==> src/rtl/dut_run_sequencer.sv <==
// dut_run_sequencer: run/busy handshake initiator with SRAM readback stream; GOLDEN_CMP_EN adds golden compare
module dut_run_sequencer #(
  parameter int ADDR_WIDTH   = 12,
  parameter int DATA_WIDTH   = 16,
  parameter int CNT_WIDTH    = 32,
  parameter int BUSY_TIMEOUT = 65535
) (
  input  logic                  clk,
  input  logic                  reset,
  input  logic                  start,
  input  logic [ADDR_WIDTH-1:0] base_addr,
  input  logic [ADDR_WIDTH-1:0] num_results,
  output logic                  seq_busy,
  output logic                  done,
  output logic                  timeout_err,
  output logic                  dut_run,
  input  logic                  dut_busy,
  output logic [ADDR_WIDTH-1:0] rd_address,
  input  logic [DATA_WIDTH-1:0] rd_data,
  output logic                  res_valid,
  input  logic                  res_ready,
  output logic [DATA_WIDTH-1:0] res_data,
  output logic [CNT_WIDTH-1:0]  compute_cycles
`ifdef GOLDEN_CMP_EN
  ,
  output logic [ADDR_WIDTH-1:0] gold_address,
  input  logic [DATA_WIDTH-1:0] gold_data,
  output logic [ADDR_WIDTH-1:0] match_count
`endif
);
  typedef enum logic [2:0] {IDLE, WAIT_IDLE, RUN_REQ, WAIT_DONE, READ, FINISH} state_t;
  localparam int WW = $clog2(BUSY_TIMEOUT + 1);
  state_t state, state_nx;
  logic [ADDR_WIDTH-1:0] base_q, num_q, n_iss, n_acc, addr_q;
  logic [WW-1:0] wd;
  logic [DATA_WIDTH-1:0] fifo_d [2];
  logic wp, rp, inflight, start_acc, wait_st, to_hit, issue, pop, last_pop;
  logic [1:0] cnt, occ;
  assign start_acc = state == IDLE && start;
  assign wait_st = state inside {WAIT_IDLE, RUN_REQ, WAIT_DONE};
  assign to_hit = wait_st && wd == WW'(BUSY_TIMEOUT);
  assign res_valid = cnt != 2'd0;
  assign res_data = fifo_d[rp];
  assign pop = res_valid && res_ready;
  assign last_pop = pop && n_acc == num_q - ADDR_WIDTH'(1);
  // occupancy after this cycle's pop plus the read whose data lands this cycle
  assign occ = cnt + 2'(inflight) - 2'(pop);
  assign issue = state == READ && n_iss != num_q && occ < 2'd2;
  assign rd_address = issue ? base_q + n_iss : addr_q;
  assign seq_busy = state != IDLE;
  assign done = state == FINISH;
  // state register
  always_ff @(posedge clk)
    state <= reset ? IDLE : state_nx;
  // next-state logic; watchdog expiry wins over handshake progress
  always_comb begin
    state_nx = state;
    case (state)
      IDLE:      state_nx = start ? WAIT_IDLE : IDLE;
      WAIT_IDLE: state_nx = to_hit ? FINISH : dut_busy ? WAIT_IDLE : RUN_REQ;
      RUN_REQ:   state_nx = to_hit ? FINISH : dut_busy ? WAIT_DONE : RUN_REQ;
      WAIT_DONE: state_nx = to_hit ? FINISH : dut_busy ? WAIT_DONE : num_q == '0 ? FINISH : READ;
      READ:      state_nx = last_pop ? FINISH : READ;
      FINISH:    state_nx = IDLE;
      default:   state_nx = IDLE;
    endcase
  end
  // watchdog, run request, cycle counter, readback counters and result FIFO
  always_ff @(posedge clk) begin
    if (reset) begin
      wd <= '0;
      dut_run <= 1'b0;
      timeout_err <= 1'b0;
      base_q <= '0;
      num_q <= '0;
      compute_cycles <= '0;
      n_iss <= '0;
      n_acc <= '0;
      addr_q <= '0;
      inflight <= 1'b0;
      cnt <= '0;
      wp <= 1'b0;
      rp <= 1'b0;
      fifo_d[0] <= '0;
      fifo_d[1] <= '0;
    end else begin
      wd <= state_nx != state ? '0 : wait_st ? wd + WW'(1) : wd;
      dut_run <= state_nx == RUN_REQ;
      timeout_err <= start_acc ? 1'b0 : to_hit ? 1'b1 : timeout_err;
      base_q <= start_acc ? base_addr : base_q;
      num_q <= start_acc ? num_results : num_q;
      compute_cycles <= state == WAIT_IDLE && state_nx == RUN_REQ ? '0 :
                        (state == RUN_REQ || (state == WAIT_DONE && dut_busy)) && !(&compute_cycles) ?
                        compute_cycles + CNT_WIDTH'(1) : compute_cycles;
      n_iss <= start_acc ? '0 : issue ? n_iss + ADDR_WIDTH'(1) : n_iss;
      n_acc <= start_acc ? '0 : pop ? n_acc + ADDR_WIDTH'(1) : n_acc;
      addr_q <= rd_address;
      inflight <= issue;
      cnt <= cnt + 2'(inflight) - 2'(pop);
      if (inflight) fifo_d[wp] <= rd_data;
      wp <= wp ^ inflight;
      rp <= rp ^ pop;
    end
  end
`ifdef GOLDEN_CMP_EN
  logic [DATA_WIDTH-1:0] gold_d [2];
  assign gold_address = rd_address;
  // golden words ride alongside results; count pops whose result equals its golden word
  always_ff @(posedge clk) begin
    if (reset) begin
      gold_d[0] <= '0;
      gold_d[1] <= '0;
      match_count <= '0;
    end else begin
      if (inflight) gold_d[wp] <= gold_data;
      match_count <= start_acc ? '0 : pop && res_data == gold_d[rp] ? match_count + ADDR_WIDTH'(1) : match_count;
    end
  end
`endif
endmodule

==> config.mk <==
export PLATFORM = sky130hd
export DESIGN_NAME = dut_run_sequencer
export DESIGN_NICKNAME = d
export VERILOG_FILES = /design/src/rtl/dut_run_sequencer.sv
export SDC_FILE = /design/constraint.sdc
export NUM_CORES = 1
export LEC_CHECK = 0
export BUFFER_PORTS_ARGS = -buffer_cell sky130_fd_sc_hd__buf_2
export CORE_MARGIN = 2
export CORE_UTILIZATION = 40
export CTS_BUF_LIST = sky130_fd_sc_hd__clkbuf_8
export DETAILED_ROUTE_END_ITERATION = 6
export PLACE_DENSITY_LB_ADDON = 0.15
export SLEW_MARGIN = 20
export SYNTH_ARGS = -nofsm -noshare
export SYNTH_HDL_FRONTEND = slang
export SYNTH_SLANG_ARGS = --single-unit
export TNS_END_PERCENT = 50
==> constraint.sdc <==
create_clock -name clk -period 11.04 [get_ports clk]
set_input_delay 2.208 -clock clk [delete_from_list [all_inputs] [get_ports clk]]
set_output_delay 2.208 -clock clk [all_outputs]
set_load 0.02 [all_outputs]
==> impl_metrics.csv, run 1 <==
group,metric,value,unit
power_and_ir_drop,total_power,1260,uW
grt,grt_pass1_wl,29300,um
clock_network,clk_pin_slew,0.09,ns
placement,io_buffers,109,
sta,finalCriticalPeriod,7.33,ns
setup_path,worstReg2RegStart,"cnt[0]$_SDFF_PP0_",
setup_path,r2r_slack,7.71,ns
yosys,synth_area_per_cell,8.85,um^2
setup_path,critical_path_buf_inv_count,4,
clock_network,clockRootBuffer,"sky130_fd_sc_hd__clkbuf_8",
yosys,synth.ff_latch_count,150,
yosys,synth_compound_gate_area_share,11.5,%
final_layout,area_growth_syn_to_layout,14.5,%
sta,rsz_0062_raised_after_global_routing,"no",
routing,detail_route.drc_violations,0,
power_and_ir_drop,total_switching_power,374,uW
yosys,yosys_most_used_dff,"sky130_fd_sc_hd__dfxtp_1",
yosys,netlist_area_before_placement,0.00778,mm^2
routing,antenna_violating_nets_post_route,0,
yosys,adder_cell_share_of_the_synthesized_area,3.15,%
placement,dp_hpwl,12400,um
power_and_ir_drop,ir_worst_vdd,76.8,uV
sta,worstMarginPinSlew,1.05,ns
clock_network,cts_sink_cnt,150,
sta,setup_slack_of_the_critical_path_after_layout,3.71,ns
yosys,fraction_of_synthesized_area_in_multiplexers,3.14,%
min_path,hp-start,"base_q[6]$_SDFFE_PP0P_",
routing,avgViaCountPerCell,5.11,
sta,final.setup_skew,0.0134,ns
setup_path,worst_ep_required_time,8.83,ns
power_and_ir_drop,power.share.sequential,48.2,%
sta,setup_total_negative_slack,0,ns
setup_path,largest_stage_delay_on_the_critical_path,0.46,ns
yosys,synthesis.instances,879,
yosys,synthDistinctLibCells,63,
floorplan,die-area,0.0206,mm^2
yosys,synth_top_cell_by_area,"sky130_fd_sc_hd__dfxtp_1",
setup_path,worstSetupEndpointType,"primary output",
routing,firstDrtPassIters,5,
final_layout,fin_util,46.2,%
sta,fin_crit_sh,66.4,%
routing,vias,6339,
clock_network,clk_latency,0.45,ns
grt,grt_antenna_before_repair,0,
yosys,sequential_fraction_of_the_synthesis_area,42.7,%
final_layout,drive_above_1_share,19.8,%
clock_network,clk_path_buf_depth,2,
clock_network,cts-resized-gates,0,
setup_path,timing.critical_path.from_type,"input port",
grt,grt_max_degree,45,
final_layout,antennaDiodeCount,0,
sta,finalHoldViolations,0,
min_path,whs_endpoint,"base_q[6]$_SDFFE_PP0P_",
run_status,status,"finished clean",
routing,detail_route.wirelength,18000,um
routing,routedWlPerCell,14.5,um
power_and_ir_drop,power.density,141,mW/mm^2
placement,place.gp.congestion,0.821,
grt,grt_pass1_vias,5743,
sta,slew_headroom,29.2,%
routing,first_iter_violations,438,
setup_path,critical-path-top-delay-family,"simple AND/OR/NAND/NOR gates",
setup_path,crit_path_cell_trace,"buf_2 -> o21a_1 -> ha_1 -> inv_1 -> ha_1 -> xor2_1 -> xnor2_1 -> nand3_1 -> nor2_1 -> buf_4 -> mux2_2 -> buf_2",
clock_network,cts_tree,"yes",
yosys,synth-edff-count,32,
floorplan,start_util,40.4,%
clock_network,cts_hold_buffers,0,
setup_path,crit_path_max_fo,14,
grt,congestion_overflow_gr,0,
power_and_ir_drop,p_clk_share,35.3,%
yosys,synthSimpleGateAreaFrac,25.5,%
flow_run,cap_viol_max_count,0,
floorplan,io-pin-count,110,
clock_network,cts_made_buffers,17,
setup_path,worst_setup_path_class,"input port to primary output",
setup_path,rr_endpoint,"n_iss[9]$_SDFFE_PP0P_",
power_and_ir_drop,internal_power,882,uW
grt,globalRouteTotalUtil,17.8,%
yosys,post_synth_xor_area_fraction,10.2,%
yosys,synth_top_family_by_area,"simple AND/OR/NAND/NOR gates",
setup_path,slowest_stage_cell_cp,"sky130_fd_sc_hd__nor2_1",
power_and_ir_drop,pwr-share-comb,16.5,%
placement,pre_cts_ws,3.71,ns
clock_network,htree_levels,4,
power_and_ir_drop,swShare,29.8,%
min_path,worst_hold_path.num_cells,2,
setup_path,worst-endpoint-arrival,5.12,ns
floorplan,floorplan.rows,51,
yosys,yosys-top-cells-area,"sky130_fd_sc_hd__dfxtp_1, sky130_fd_sc_hd__edfxtp_1, sky130_fd_sc_hd__xnor2_1",
yosys,synth_nets,943,
floorplan,die_height,143,um
floorplan,dieWidth,143,um
power_and_ir_drop,power_leakage,0.00346,uW
sta,maximum_achievable_frequency,0.136,GHz
sta,timing_max_transition_violations_final,0,
setup_path,depth_of_the_worst_register_to_register_path,10,
min_path,worst_hold_path_type,"flop to flop",
yosys,async_reset_ff_share,0,%
clock_network,postCtsSetupBuffers,0,
sta,final-setup-viol-count,0,
yosys,ys.warnings.count,0,
floorplan,design.core.area,0.0193,mm^2
final_layout,nNetsFinal,1027,
yosys,post-synth-top-area-fraction,30.4,%
## power by group through the flow
stage / registers (uW) / clock network [uW] / logic (uW)
4_1_cts: 606 / 458 / 210
6_report: 605 / 444 / 207
3_5_place_dp: 619 / 0 / 209
5_1_grt: 610 / 479 / 231
3_3_place_gp: 619 / 0 / 208
2_1_floorplan: 600 / 0 / 177
## state kept, by name, indices dropped and copies added (netlist names)
name and cells:
n_acc 12, wp 1, dut_run 1, rp 1, num_q 12, fifo_d 32, base_q 12, addr_q 12
n_iss 12, inflight 1, cnt 2, wd 16, state 3, compute_cycles 32, timeout_err 1
## how the worst max path moves through the flow
stage | start | end | slack, ns | cells past startpoint
after floorplan | res_ready | rd_address[9] | 4.18 | 11
after global placement | res_ready | rd_address[10] | 3.78 | 12
after detailed placement | res_ready | rd_address[10] | 3.71 | 12
after CTS | res_ready | rd_address[10] | 3.69 | 12
after global routing | res_ready | rd_address[10] | 3.44 | 12
final | res_ready | rd_address[10] | 3.71 | 12
## stage by stage
step | instance area [um^2] | cells | hold WS (ns)
6_report | 8910 | 1241 | 0.471
5_1_grt | 8910 | 1241 | 0.490
3_3_place_gp | 8500 | 1209 | 0.454
2_1_floorplan | 7780 | 879 | 0.441
3_5_place_dp | 8500 | 1209 | 0.459
4_1_cts | 8910 | 1241 | 0.471
## placed cells by master, fill, tap and decap left out, drive strengths merged, types with 23 or more instances in the layout
cell type    n
nand3       27
dfxtp      118
a21oi       67
inv         25
buf        114
o21ai       26
nor2        72
nor3        23
edfxtp      32
nand2      110
and2        41
xnor2       71
## routing by layer
metal | up-vias | GRT usage (%) | wire length (um)
li1 | 3254 | - | -
met1 | 2951 | 24.0 | 8690
met2 | 119 | 28.4 | 8490
met3 | 15 | 3.67 | 611
met4 | 0 | 5.73 | 230
met5 | - | 0 | 0
## synth_stat cells, drive strengths merged, types with 7 or more instances
library cell / number
a21oi: 67
and2: 41
and3: 18
clkbuf: 45
dfxtp: 118
edfxtp: 32
ha: 18
inv: 23
mux2: 19
nand2: 110
nand3: 27
nand4: 22
nor2: 72
nor2b: 7
nor3: 23
nor4: 19
o21ai: 26
o31ai: 7
or3: 16
xnor2: 71
xor2: 20
## kinds of logic after synthesis
| group | after synthesis |
|---|---|
| compound gates | 137 |
| xor+xnor | 91 |
| fa+ha+maj | 19 |
| buf+inv | 72 |
| flops | 150 |
| mux | 22 |
| simple gates | 388 |
## tightest hold or removal path: stages, from the launching register on
cell and delay [ns]:
sky130_fd_sc_hd__dfxtp_1 0.32, sky130_fd_sc_hd__nand2_1 0.05, sky130_fd_sc_hd__a21oi_1 0.05
## cell type report
type	instances	area, um^2
multi-input cells	657	4170
well taps	265	332
clock buffers	17	234
flip-flops and latches	150	3320
repair buffers	114	583
clock inverters	15	179
inverters	23	86.3
fillers	1964	10400
Note: power is estimated with default switching activity, not from simulation.
==> run 2, diff against run 1 <==
==> constraint.sdc (replaced) <==
create_clock -name clk -period 6.55 [get_ports clk]
set_input_delay 1.31 -clock clk [delete_from_list [all_inputs] [get_ports clk]]
set_output_delay 1.31 -clock clk [all_outputs]
set_load 0.02 [all_outputs]
==> run 2 against run 1 <==
Combinational power grew 68%. Sequential share of layout area grew 0.089 points. Non-clock buffer count unchanged. Global-route usage is 0.19 points lower. Largest cell class unchanged. Die area unchanged. Setup slack got worse by 2.3 ns. First-iteration DRC count decreased by 31%.
==> impl_metrics.csv, run 2 (same netlist as run 1, synthesis figures left out) <==
group,metric,value,unit
run_status,status,"finished clean",
routing,detail_route.wirelength,17800,um
final_layout,area_growth_syn_to_layout,14.2,%
setup_path,worst_ep_required_time,5.24,ns
final_layout,antennaDiodeCount,0,
setup_path,timing.critical_path.from_type,"input port",
routing,first_iter_violations,302,
setup_path,worstSetupStartpoint,"res_ready",
routing,avgViaCountPerCell,5.07,
clock_network,clockRootBuffer,"sky130_fd_sc_hd__clkbuf_8",
routing,route.top_layer_used,"met4",
sta,timing_max_transition_violations_final,0,
routing,routed-wl-met3,598,um
setup_path,worst_setup_path_class,"input port to primary output",
routing,routedWlPerCell,14.4,um
power_and_ir_drop,power.density,233,mW/mm^2
floorplan,dieWidth,143,um
sta,slew_headroom,30.9,%
placement,placed_cell_area,0.00850,mm^2
clock_network,clk_latency,0.45,ns
grt,congestion_overflow_gr,0,
sta,final-setup-viol-count,0,
min_path,worst_hold_path_type,"flop to flop",
clock_network,htree_levels,4,
grt,grt_pass1_wl,29100,um
clock_network,clk_pin_slew,0.09,ns
setup_path,worstReg2RegStart,"num_q[0]$_SDFFE_PP0P_",
routing,route.met2.wl,8340,um
placement,place.gp.congestion,0.788,
sta,finalCriticalPeriod,5.18,ns
sta,finalHoldViolations,0,
placement,dp_hpwl,12300,um
setup_path,crit_path_max_fo,14,
sta,maximum_achievable_frequency,0.193,GHz
routing,detail_route.drc_violations,0,
sta,setup_slack_of_the_critical_path_after_layout,1.37,ns
placement,io_buffers,109,
final_layout,drive_above_1_share,19.8,%
final_layout,stdcell_area,0.00889,mm^2
placement,placed_cells_incl_taps,1209,
clock_network,cts_sink_cnt,150,
final_layout,most_common_cell_after_layout_fill_and_taps_aside,"sky130_fd_sc_hd__dfxtp_1",
final_layout,final_cell_mix,"sky130_fd_sc_hd__dfxtp_1, sky130_fd_sc_hd__nand2_1, sky130_fd_sc_hd__buf_2",
sta,worstMarginPinSlew,1.03,ns
sta,worst_hold_slack,0.465,ns
floorplan,start_util,40.4,%
setup_path,worstSetupEndpointType,"primary output",
clock_network,cts_hold_buffers,0,
routing,firstDrtPassIters,4,
sta,fin_crit_sh,79.1,%
grt,globalRouteTotalUtil,17.6,%
setup_path,rr_endpoint,"wd[14]$_SDFFE_PP0P_",
power_and_ir_drop,power_leakage,0.00347,uW
final_layout,nNetsFinal,1027,
setup_path,cp-endpoint,"rd_address[4]",
grt,grt_pass1_vias,5731,
floorplan,die-area,0.0206,mm^2
clock_network,clk_path_buf_depth,2,
sta,rsz_0062_raised_after_global_routing,"no",
grt,grt_max_degree,45,
routing,antenna_violating_nets_post_route,0,
clock_network,cts_made_buffers,17,
sta,final.setup_skew,0.0151,ns
setup_path,worst-endpoint-arrival,3.87,ns
clock_network,postCtsSetupBuffers,0,
floorplan,floorplan.rows,51,
final_layout,layoutNonFillerInstCount,1241,
floorplan,io-pin-count,110,
routing,vias,6294,
grt,grt_antenna_before_repair,0,
floorplan,die_height,143,um
setup_path,depth_of_the_worst_register_to_register_path,8,
power_and_ir_drop,ir_worst_vdd,136,uV
clock_network,cts-resized-gates,0,
final_layout,largestRegisters,"compute_cycles: 32 flops, fifo_d: 32 flops, wd: 16 flops",
clock_network,cts_tree,"yes",
floorplan,design.core.area,0.0193,mm^2
min_path,worst_hold_path.num_cells,2,
routing,wl_met1,8680,um
sta,setup_total_negative_slack,0,ns
setup_path,r2r_slack,3.50,ns
placement,pre_cts_ws,1.37,ns
flow_run,cap_viol_max_count,0,
[run 2: cell types whose count changed in the layout (fill, tap and decap cells not counted), sizes merged]
cell	previous run	this run
inv	25	28
clkinvlp	6	1
clkinv	4	7
bufinv	3	2
[run 2: report_power, final]
| part | internal [uW] | total (uW) | switching [uW] | leakage, uW |
|---|---|---|---|---|
| Clock | 340 | 707 | 367 | 0.000200 |
| Combinational | 134 | 348 | 214 | 0.00199 |
| Sequential | 974 | 1020 | 46.0 | 0.00129 |
[run 2: metrics by stage]
stage | total power [uW] | utilization, %
2_1_floorplan | 1310 | -
3_3_place_gp | 1390 | 44.1
3_5_place_dp | 1390 | 44.1
4_1_cts | 2110 | 46.1
5_1_grt | 2190 | 46.1
6_report | 2070 | 46.1
[run 2: cell type report]
| cell class | instances | area [um^2] |
|---|---|---|
| timing repair buffer | 114 | 583 |
| fill | 1975 | 10400 |
| sequential | 150 | 3320 |
| clock inverter | 15 | 151 |
| inverter | 23 | 86.3 |
| tap | 265 | 332 |
| clock buffer | 17 | 234 |
| multi-input combinational | 657 | 4180 |
[run 2: worst max-delay path, cell delays in order]
cell and delay (ns):
sky130_fd_sc_hd__buf_2 0.08, sky130_fd_sc_hd__o21a_1 0.31, sky130_fd_sc_hd__ha_1 0.29, sky130_fd_sc_hd__inv_1 0.05
sky130_fd_sc_hd__ha_1 0.14, sky130_fd_sc_hd__xor2_1 0.18, sky130_fd_sc_hd__xnor2_1 0.17, sky130_fd_sc_hd__nand3_1 0.11
sky130_fd_sc_hd__buf_4 0.23, sky130_fd_sc_hd__or2_2 0.41, sky130_fd_sc_hd__o31ai_1 0.35, sky130_fd_sc_hd__buf_2 0.23
[run 2: per-layer routing]
metal  up-vias  track usage (%)
li1       3246                -
met1      2924             24.4
met2       109             27.7
met3        15             3.73
met4         0             4.75
met5         -                0
[run 2: how the worst min path moves through the flow]
stage                            start                 endpoint
5_1_grt         base_q[5]$_SDFFE_PP0P_   base_q[5]$_SDFFE_PP0P_
2_1_floorplan   base_q[0]$_SDFFE_PP0P_   base_q[0]$_SDFFE_PP0P_
3_5_place_dp    base_q[0]$_SDFFE_PP0P_   base_q[0]$_SDFFE_PP0P_
4_1_cts         base_q[0]$_SDFFE_PP0P_   base_q[0]$_SDFFE_PP0P_
3_3_place_gp   base_q[10]$_SDFFE_PP0P_  base_q[10]$_SDFFE_PP0P_
6_report        base_q[0]$_SDFFE_PP0P_   base_q[0]$_SDFFE_PP0P_
